==> config.mk <==
export PLATFORM = sky130hd
export DESIGN_NAME = botones_a_pulsos
export DESIGN_NICKNAME = d
export VERILOG_FILES = /design/src/rtl/botones_pkg.sv /design/src/rtl/canal_debounce.sv /design/src/rtl/botones_a_pulsos.sv
export SDC_FILE = /design/constraint.sdc
export NUM_CORES = 1
export LEC_CHECK = 0
export ABC_AREA = 0
export CORE_AREA = 2 2 57 59
export DETAILED_ROUTE_END_ITERATION = 10
export DIE_AREA = 0 0 59 61
export PLACE_DENSITY = 0.8
export SETUP_SLACK_MARGIN = 0.5
export SYNTH_ARGS = -nofsm -noshare
export SYNTH_HDL_FRONTEND = slang
export SYNTH_SLANG_ARGS = --single-unit
==> constraint.sdc <==
create_clock -name clck_i -period 4.1 [get_ports clck_i]
set_clock_uncertainty 0.15 [all_clocks]
set_input_delay 0.82 -clock clck_i [delete_from_list [all_inputs] [get_ports clck_i]]
set_output_delay 0.82 -clock clck_i [all_outputs]
set_load 0.1 [all_outputs]
==> src/rtl/botones_pkg.sv <==
// Shared types and width helpers for the push-button conditioner.
// Pure declarations: no logic, no latency, no flow control.
package botones_pkg;

  typedef enum logic [1:0] {
    IDLE       = 2'd0,
    PRESS_DB   = 2'd1,
    HELD       = 2'd2,
    RELEASE_DB = 2'd3
  } estado_boton_t;

  // Never returns 0, so a counter sized from a tiny limit still has one bit.
  function automatic int ancho_cnt(input int n);
    return (n < 2) ? 1 : $clog2(n);
  endfunction

  function automatic int max_int(input int a, input int b);
    return (a > b) ? a : b;
  endfunction

endpackage

==> src/rtl/canal_debounce.sv <==
// One button channel: 2-flop synchroniser, debounce FSM, registered pulse/level; accepts an edge
// DEBOUNCE_CYCLES+3 clocks after the first sample, no backpressure. BOTONES_AUTOREPEAT_EN adds repeat pulses.
module canal_debounce
  import botones_pkg::*;
#(
  parameter int DEBOUNCE_CYCLES  = 16,
  parameter int PULSE_ON_RELEASE = 1,
  parameter int HOLD_CYCLES      = 1000,
  parameter int REPEAT_CYCLES    = 200
) (
  input  logic clk,
  input  logic rst,
  input  logic boton,
  output logic pulso,
  output logic pulsado
);

  localparam int             CW      = ancho_cnt(DEBOUNCE_CYCLES);
  localparam logic [CW-1:0]  CNT_FIN = CW'(DEBOUNCE_CYCLES - 1);

  logic          s1, s2;
  estado_boton_t estado, estado_sig;
  logic [CW-1:0] cnt, cnt_sig;
  logic          pulso_sig, pulsado_sig;

`ifdef BOTONES_AUTOREPEAT_EN
  localparam int            RW       = ancho_cnt(max_int(HOLD_CYCLES, REPEAT_CYCLES));
  localparam logic [RW-1:0] HOLD_FIN = RW'(HOLD_CYCLES - 1);
  localparam logic [RW-1:0] REP_FIN  = RW'(REPEAT_CYCLES - 1);

  logic [RW-1:0] rcnt, rcnt_sig;
  logic          repitiendo, repitiendo_sig;
`else
  logic unused_cfg;
  assign unused_cfg = (HOLD_CYCLES + REPEAT_CYCLES) > 0;
`endif

  always_comb begin
    estado_sig  = estado;
    cnt_sig     = cnt;
    pulsado_sig = pulsado;
    pulso_sig   = 1'b0;
    unique case (estado)
      IDLE: begin
        if (s2) begin
          estado_sig = PRESS_DB;
          cnt_sig    = '0;
        end
      end
      PRESS_DB: begin
        if (!s2) begin
          estado_sig = IDLE;
        end else if (cnt == CNT_FIN) begin
          estado_sig  = HELD;
          pulsado_sig = 1'b1;
          pulso_sig   = (PULSE_ON_RELEASE == 0);
        end else begin
          cnt_sig = cnt + 1'b1;
        end
      end
      HELD: begin
        if (!s2) begin
          estado_sig = RELEASE_DB;
          cnt_sig    = '0;
        end
      end
      RELEASE_DB: begin
        if (s2) begin
          estado_sig = HELD;
        end else if (cnt == CNT_FIN) begin
          estado_sig  = IDLE;
          pulsado_sig = 1'b0;
          pulso_sig   = (PULSE_ON_RELEASE != 0);
        end else begin
          cnt_sig = cnt + 1'b1;
        end
      end
      default: estado_sig = IDLE;
    endcase

`ifdef BOTONES_AUTOREPEAT_EN
    // The repeat counter only advances while staying in HELD; a bounce freezes it.
    rcnt_sig       = rcnt;
    repitiendo_sig = repitiendo;
    if (estado == PRESS_DB && estado_sig == HELD) begin
      rcnt_sig       = '0;
      repitiendo_sig = 1'b0;
    end else if (estado == HELD && s2) begin
      if ((!repitiendo && rcnt == HOLD_FIN) || (repitiendo && rcnt == REP_FIN)) begin
        pulso_sig      = 1'b1;
        rcnt_sig       = '0;
        repitiendo_sig = 1'b1;
      end else begin
        rcnt_sig = rcnt + 1'b1;
      end
    end
`endif
  end

  always_ff @(posedge clk) begin
    if (rst) begin
      s1      <= 1'b0;
      s2      <= 1'b0;
      estado  <= IDLE;
      cnt     <= '0;
      pulso   <= 1'b0;
      pulsado <= 1'b0;
    end else begin
      s1      <= boton;
      s2      <= s1;
      estado  <= estado_sig;
      cnt     <= cnt_sig;
      pulso   <= pulso_sig;
      pulsado <= pulsado_sig;
    end
  end

`ifdef BOTONES_AUTOREPEAT_EN
  always_ff @(posedge clk) begin
    if (rst) begin
      rcnt       <= '0;
      repitiendo <= 1'b0;
    end else begin
      rcnt       <= rcnt_sig;
      repitiendo <= repitiendo_sig;
    end
  end
`endif

endmodule

==> src/rtl/botones_a_pulsos.sv <==
// N_CH independent debounced buttons to one-cycle pulses plus levels and an any-event flag.
// Latency DEBOUNCE_CYCLES+3 clocks per edge, no backpressure; BOTONES_AUTOREPEAT_EN enables hold-repeat.
module botones_a_pulsos
  import botones_pkg::*;
#(
  parameter int N_CH             = 4,
  parameter int DEBOUNCE_CYCLES  = 16,
  parameter int PULSE_ON_RELEASE = 1,
  parameter int HOLD_CYCLES      = 1000,
  parameter int REPEAT_CYCLES    = 200
) (
  input  logic            clck_i,
  input  logic            rst_i,
  input  logic [N_CH-1:0] boton_i,
  output logic [N_CH-1:0] pulso_o,
  output logic [N_CH-1:0] pulsado_o,
  output logic            evento_o
);

  for (genvar g = 0; g < N_CH; g++) begin : g_canal
    canal_debounce #(
      .DEBOUNCE_CYCLES (DEBOUNCE_CYCLES),
      .PULSE_ON_RELEASE(PULSE_ON_RELEASE),
      .HOLD_CYCLES     (HOLD_CYCLES),
      .REPEAT_CYCLES   (REPEAT_CYCLES)
    ) u_canal (
      .clk    (clck_i),
      .rst    (rst_i),
      .boton  (boton_i[g]),
      .pulso  (pulso_o[g]),
      .pulsado(pulsado_o[g])
    );
  end

  assign evento_o = |pulso_o;

endmodule
==> results.md, run 1 <==
- 1st-iter DRT viols: 87
- Family with the most delay on the worst path: buffers and inverters
- Number of fill cells in the layout: 250
- Compound-cell area share of the yosys netlist: 0.168
- Final wirelength: 3190 µm
- Grt ovf: 0
- Yosys cell types: 24
- Number of diodes: 0
- Layout Nets: 197
- Critical-path top delay cell: clkdlybuf4s50_1
- Largest family of logic cells by synthesized area: simple AND/OR/NAND/NOR gates
- Clock-pin slew on the worst setup and hold paths: 0.11 ns
- R2R Setup Slk: 2.50 ns
- Critical Setup Path Class: flop to primary output
- Fin crit period: 3.14 ns
- Placer congestion estimate: 0.730
- Net Sw Power: 0.000203 W
- Leading area contributor after synthesis: dfxtp_1
- Fin area: 1870 µm²
- CP peak stage delay: 0.99 ns
- Crit-path max FO: 2
- Fin cells: 221
- Adder-Cell Fraction of Synth Area: 0.0290
- Most frequent cells in the layout: 40 x dfxtp_1, 18 x nand2_1, 17 x a21oi_1
- Antenna violations before repair: 0
- Register area: 801 µm²
- # hold bufs at CTS: 0
- Dominant cells by area after synthesis: dfxtp_1 46%, a21oi_1 4.9%, nand4_1 4.4%
- Leakage: 0.613 nW
- Die area: 3600 µm²
- Row count: 20
- Inst Count DP: 213
- Final Max Slew Viols: 0
- TritonCTS buffer count: 5
- Clock share of power: 0.288
- Chip height: 61 µm
- Largest net degree at the start of global routing: 32
- Core area: 2950 µm²
- Area Growth Syn to Fin: 8.12%
- Multi-input logic area: 810 µm²
- Setup ws final: 0.964 ns
- Max-cap viol count: 0
- Number of synthesized flops with an enable pin: 0
- Startpoint Class: flop
- Final setup vio count: 0
- Async SR Flop Fraction: 0
- Starting density of the core: 0.584
- Post-Place Setup Slack: 1.34 ns
- CTS tree: built
- Share of cells above drive strength 1: 0.0851
- Max_slew headroom: 0.313
- Io pins: 15
- Top-area cell type share of the netlist area: 0.464
- Max IR drop VDD: 0.000234 V
- Avg WL per Cell: 14.4 µm
- # DRC: 0
- CP required: 3.13 ns
- Vias in the first global route: 1227
- Post-Syn Instances: 181
- Cell Int Power: 0.000514 W
- RSZ-0062 raised after global routing: false
- First-pass GRT wire length: 5200 µm
- Die X-Extent: 59 µm
- XOR/XNOR share of the synthesized area: 0.0580
- Status: finished clean
- WP buf/inv: 1
- Setup bufs post-CTS: 0
- DP HPWL: 2180 µm
- Post-synthesis sequential area ratio: 0.464
- Power per cell area: 384 nW/µm²
- Clk root buf: clkbuf_4
- Ys Warns: 0
- Drt pass-1 iters: 4
- Worst Max-Slew Pin Slew: 1.03 ns
- Crit-path cells: or4_1 > clkdlybuf4s50_1
- CTS-repair resized insts: 0
- Syn avg cell area: 9.53 µm²
- GR Util All Layers: 0.190
- Sw Share: 0.284
- Flop pwr share: 0.574
- Most common cell after layout, fill and taps aside: dfxtp_1
- Highest clock rate: 319 MHz
- Hold/Removal Path Class: flop to flop
- Number of routed nets with antenna violations: 0
- Clock Latency Late Sink: 0.34 ns
- Vias per cell: 6.23
- Post-Syn Area: 1730 µm²
- Clock sink count: 40
- Hold Vio Cnt, Final: 0
- Final period utilization: 0.765
- Synth Area in Simple Gates: 0.215
- Area post-placement: 1810 µm²
- Setup TNS: 0 ns
- IO buf count: 14
- Logic pwr share: 0.138
- #FFs+latches synth: 40
- Hold slack: 0.296 ns
- Top_reg_cell synth: dfxtp_1
- Syn_nets: 191
- Clock Tree Buf Depth: 2
- Routed via count: 1376
- Depth of the CTS H-tree: 2
- Crit. End Element: primary output
- Post-synthesis mux area share: 0
- WP data arrival: 2.17 ns
-- sequential cells by signal, summed over array words and instances, names as in the netlist, named ones only --
register,flops
g_canal.u_canal.cnt,16
g_canal.u_canal.estado,4
g_canal.u_canal.pulsado,4
g_canal.u_canal.pulso,4
g_canal.u_canal.s1,4
g_canal.u_canal.s2,4
-- cell usage after synthesis (8+ instances only) --
cell,number
dfxtp_1,40
nor3_1,8
nand4_1,12
nor2b_1,8
o21ai_0,13
a21oi_1,17
nand2_1,18
a211oi_1,8
buf_4,8
-- path summary, 6_finish.rpt --
check,from,end,cells past startpoint
setup / recovery,g_canal[0].u_canal.pulso,evento_o,2
hold reg to reg,g_canal[3].u_canal.s1,g_canal[3].u_canal.s2,1
hold / removal,g_canal[3].u_canal.s1,g_canal[3].u_canal.s2,1
setup reg to reg,g_canal[3].u_canal.cnt[0],g_canal[3].u_canal.pulso,3
-- power groups by stage --
stage	clock (W)	combinational (W)	sequential (W)
after floorplan	0	0.0000880	0.000417
after global placement	0	0.0000972	0.000419
after detailed placement	0	0.0000990	0.000420
after CTS	0.000213	0.0000992	0.000411
after global routing	0.000229	0.000104	0.000413
final	0.000207	0.0000989	0.000412
-- metrics by stage --
stage | utilization | total power (W)
floorplan | - | 0.000505
finish | 0.632 | 0.000717
global route | 0.632 | 0.000746
CTS | 0.632 | 0.000724
global placement | 0.612 | 0.000516
detailed placement | 0.612 | 0.000519
-- metal layers --
metal	track usage	routed length [µm]
met5	0	0
met4	0.0942	47
met3	0.0469	155
met2	0.306	1530
met1	0.240	1460
-- area by class of cell --
type / instances / share of cell area
multi-input cells: 124 / 0.434
flip-flops and latches: 40 / 0.429
repair buffers: 16 / 0.0832
clock buffers: 8 / 0.0315
well taps: 33 / 0.0221
-- cells by family (layout without fill, tap and decap cells) --
| kind of cell | count (synthesis) | count (layout) |
|---|---|---|
| XOR/XNOR | 8 | 8 |
| AO/OA/AOI/OAI | 49 | 49 |
| buffers and inverters | 17 | 24 |
| flip-flops | 40 | 40 |
| adder cells (fa/ha/maj) | 4 | 4 |
| AND/OR/NAND/NOR | 63 | 63 |
Note: power is estimated with default switching activity, not from simulation.
==> inputs of run 2 (changes only) <==
--- a/config.mk
+++ b/config.mk
@@ -6,10 +6,10 @@
 export NUM_CORES = 1
 export LEC_CHECK = 0
 export ABC_AREA = 0
-export CORE_AREA = 2 2 57 59
+export CORE_AREA = 2 2 59 61
 export DETAILED_ROUTE_END_ITERATION = 10
-export DIE_AREA = 0 0 59 61
-export PLACE_DENSITY = 0.8
+export DIE_AREA = 0 0 61 63
+export PLACE_DENSITY = 0.75
 export SETUP_SLACK_MARGIN = 0.5
 export SYNTH_ARGS = -nofsm -noshare
 export SYNTH_HDL_FRONTEND = slang
==> constraint.sdc (replaced) <==
create_clock -name clck_i -period 3.2 [get_ports clck_i]
set_clock_uncertainty 0.15 [all_clocks]
set_input_delay 0.64 -clock clck_i [delete_from_list [all_inputs] [get_ports clck_i]]
set_output_delay 0.64 -clock clck_i [all_outputs]
set_load 0.1 [all_outputs]
==> results.md, run 2 (synthesis gave the netlist of run 1 again) <==
- Status: finished clean
- Clock sink count: 40
- RSZ-0062 raised after global routing: false
- First-pass GRT wire length: 5390 µm
- Final setup vio count: 0
- GR Layer Usage met3: 0.0435
- Grt met1 use: 0.228
- Share of cells above drive strength 1: 0.139
- Routed via count: 1368
- Clk root buf: clkbuf_4
- GRT Max-Usage Layer: met2
- Clock Latency Late Sink: 0.35 ns
- Crit-path max FO: 2
- DP HPWL: 2090 µm
- TritonCTS buffer count: 5
- Multi-input logic area: 810 µm²
- Number of fill cells in the layout: 286
- Placer congestion estimate: 0.805
- Setup TNS: 0 ns
- Max IR drop VDD: 0.000424 V
- Clock-pin slew on the worst setup and hold paths: 0.12 ns
- Avg WL per Cell: 13.3 µm
- IO buf count: 14
- Layout Nets: 196
- Grt ovf: 0
- Antenna violations before repair: 0
- Critical-path top delay cell: or4_1
- Vias per cell: 5.87
- Highest clock rate: 444 MHz
- Max_slew headroom: 0.722
- Worst Max-Slew Pin Slew: 0.417 ns
- Crit-path cells: or4_1 > buf_4
- Vias in the first global route: 1290
- Area Growth Syn to Fin: 9.43%
- Leakage: 0.644 nW
- Final period utilization: 0.705
- WP data arrival: 1.46 ns
- Grt met2 use: 0.281
- Fin area: 1890 µm²
- Most frequent cells in the layout: 40 x dfxtp_1, 18 x nand2_1, 17 x a21oi_1
- Critical Setup Path Class: flop to primary output
- Power per cell area: 540 nW/µm²
- Hold/Removal Path Class: flop to flop
- Depth of the CTS H-tree: 2
- Die X-Extent: 61 µm
- Setup bufs post-CTS: 0
- GR Util All Layers: 0.183
- Final Max Slew Viols: 0
- Startpoint Class: flop
- Final wirelength: 3100 µm
- Row count: 21
- Max reg flops: 16
- Most common cell after layout, fill and taps aside: dfxtp_1
- Drt pass-1 iters: 4
- Clock Tree Buf Depth: 2
- CP required: 2.41 ns
- Register area: 801 µm²
- Max-cap viol count: 0
- 1st-iter DRT viols: 104
- Number of diodes: 0
- Die area: 3840 µm²
- CP peak stage delay: 0.52 ns
- Starting density of the core: 0.534
- Setup ws final: 0.945 ns
- CTS tree: built
- Io pins: 15
- Largest net degree at the start of global routing: 45
- Area post-placement: 1790 µm²
- Fin crit period: 2.25 ns
- Post-Place Setup Slack: 1.19 ns
- Core area: 3230 µm²
- Hold Vio Cnt, Final: 0
- CTS-repair resized insts: 0
- Chip height: 63 µm
- Crit. End Element: primary output
- # hold bufs at CTS: 0
- Register with the most flip-flops: g_canal.u_canal.cnt
- Number of routed nets with antenna violations: 0
- # DRC: 0
run 2: changes by cell type in the layout (fill, tap and decap cells not counted):
| cell | change |
|---|---|
| clkbuf_8 | +1 |
| clkbuf_1 | -2 |
| bufinv_16 | +1 |
| buf_4 | +8 |
| clkdlybuf4s50_1 | -9 |
run 2: path summary, 6_finish.rpt:
check / from / endpoint / slack (ns) / cells after the start
worst max-delay path: g_canal[1].u_canal.pulso / evento_o / 0.95 / 2
worst max register to register: g_canal[3].u_canal.cnt[0] / g_canal[3].u_canal.pulso / 1.67 / 3
worst min register to register: g_canal[3].u_canal.s1 / g_canal[3].u_canal.s2 / 0.30 / 1
worst min-delay path: g_canal[3].u_canal.s1 / g_canal[3].u_canal.s2 / 0.30 / 1
run 2: per-layer routing:
layer  wire (µm)  vias up
met5           0        -
met4          70        0
met3         131        7
met2        1480       35
met1        1420      652
li1            -      674
run 2: stage by stage:
step | cells | util | total power, W | hold slack, ns
floorplan | 181 | - | 0.000647 | 0.264
CTS | 233 | 0.584 | 0.00103 | 0.297
global placement | 225 | 0.555 | 0.000657 | 0.270
finish | 233 | 0.584 | 0.00102 | 0.296
detailed placement | 225 | 0.555 | 0.000661 | 0.277
global route | 233 | 0.584 | 0.00106 | 0.299
run 2: where the power goes:
part	total [W]	switching (W)	leakage (nW)	internal [W]
clock network	0.000370	0.000162	0.0515	0.000207
logic	0.000123	0.0000902	0.267	0.0000327
registers	0.000527	0.0000134	0.325	0.000513
run 2: layout make-up:
class / count / share of cell area
clock buffer: 7 / 0.0345
clock inverter: 1 / 0.0159
sequential: 40 / 0.424
tap: 46 / 0.0305
multi-input combinational: 124 / 0.429
timing repair buffer: 15 / 0.0663
run 2: critical path, delay by kind of cell (launching register included):
kind,cells,cell delay (ns)
buf+inv,1,0.25
flops,1,0.34
simple gates,1,0.52
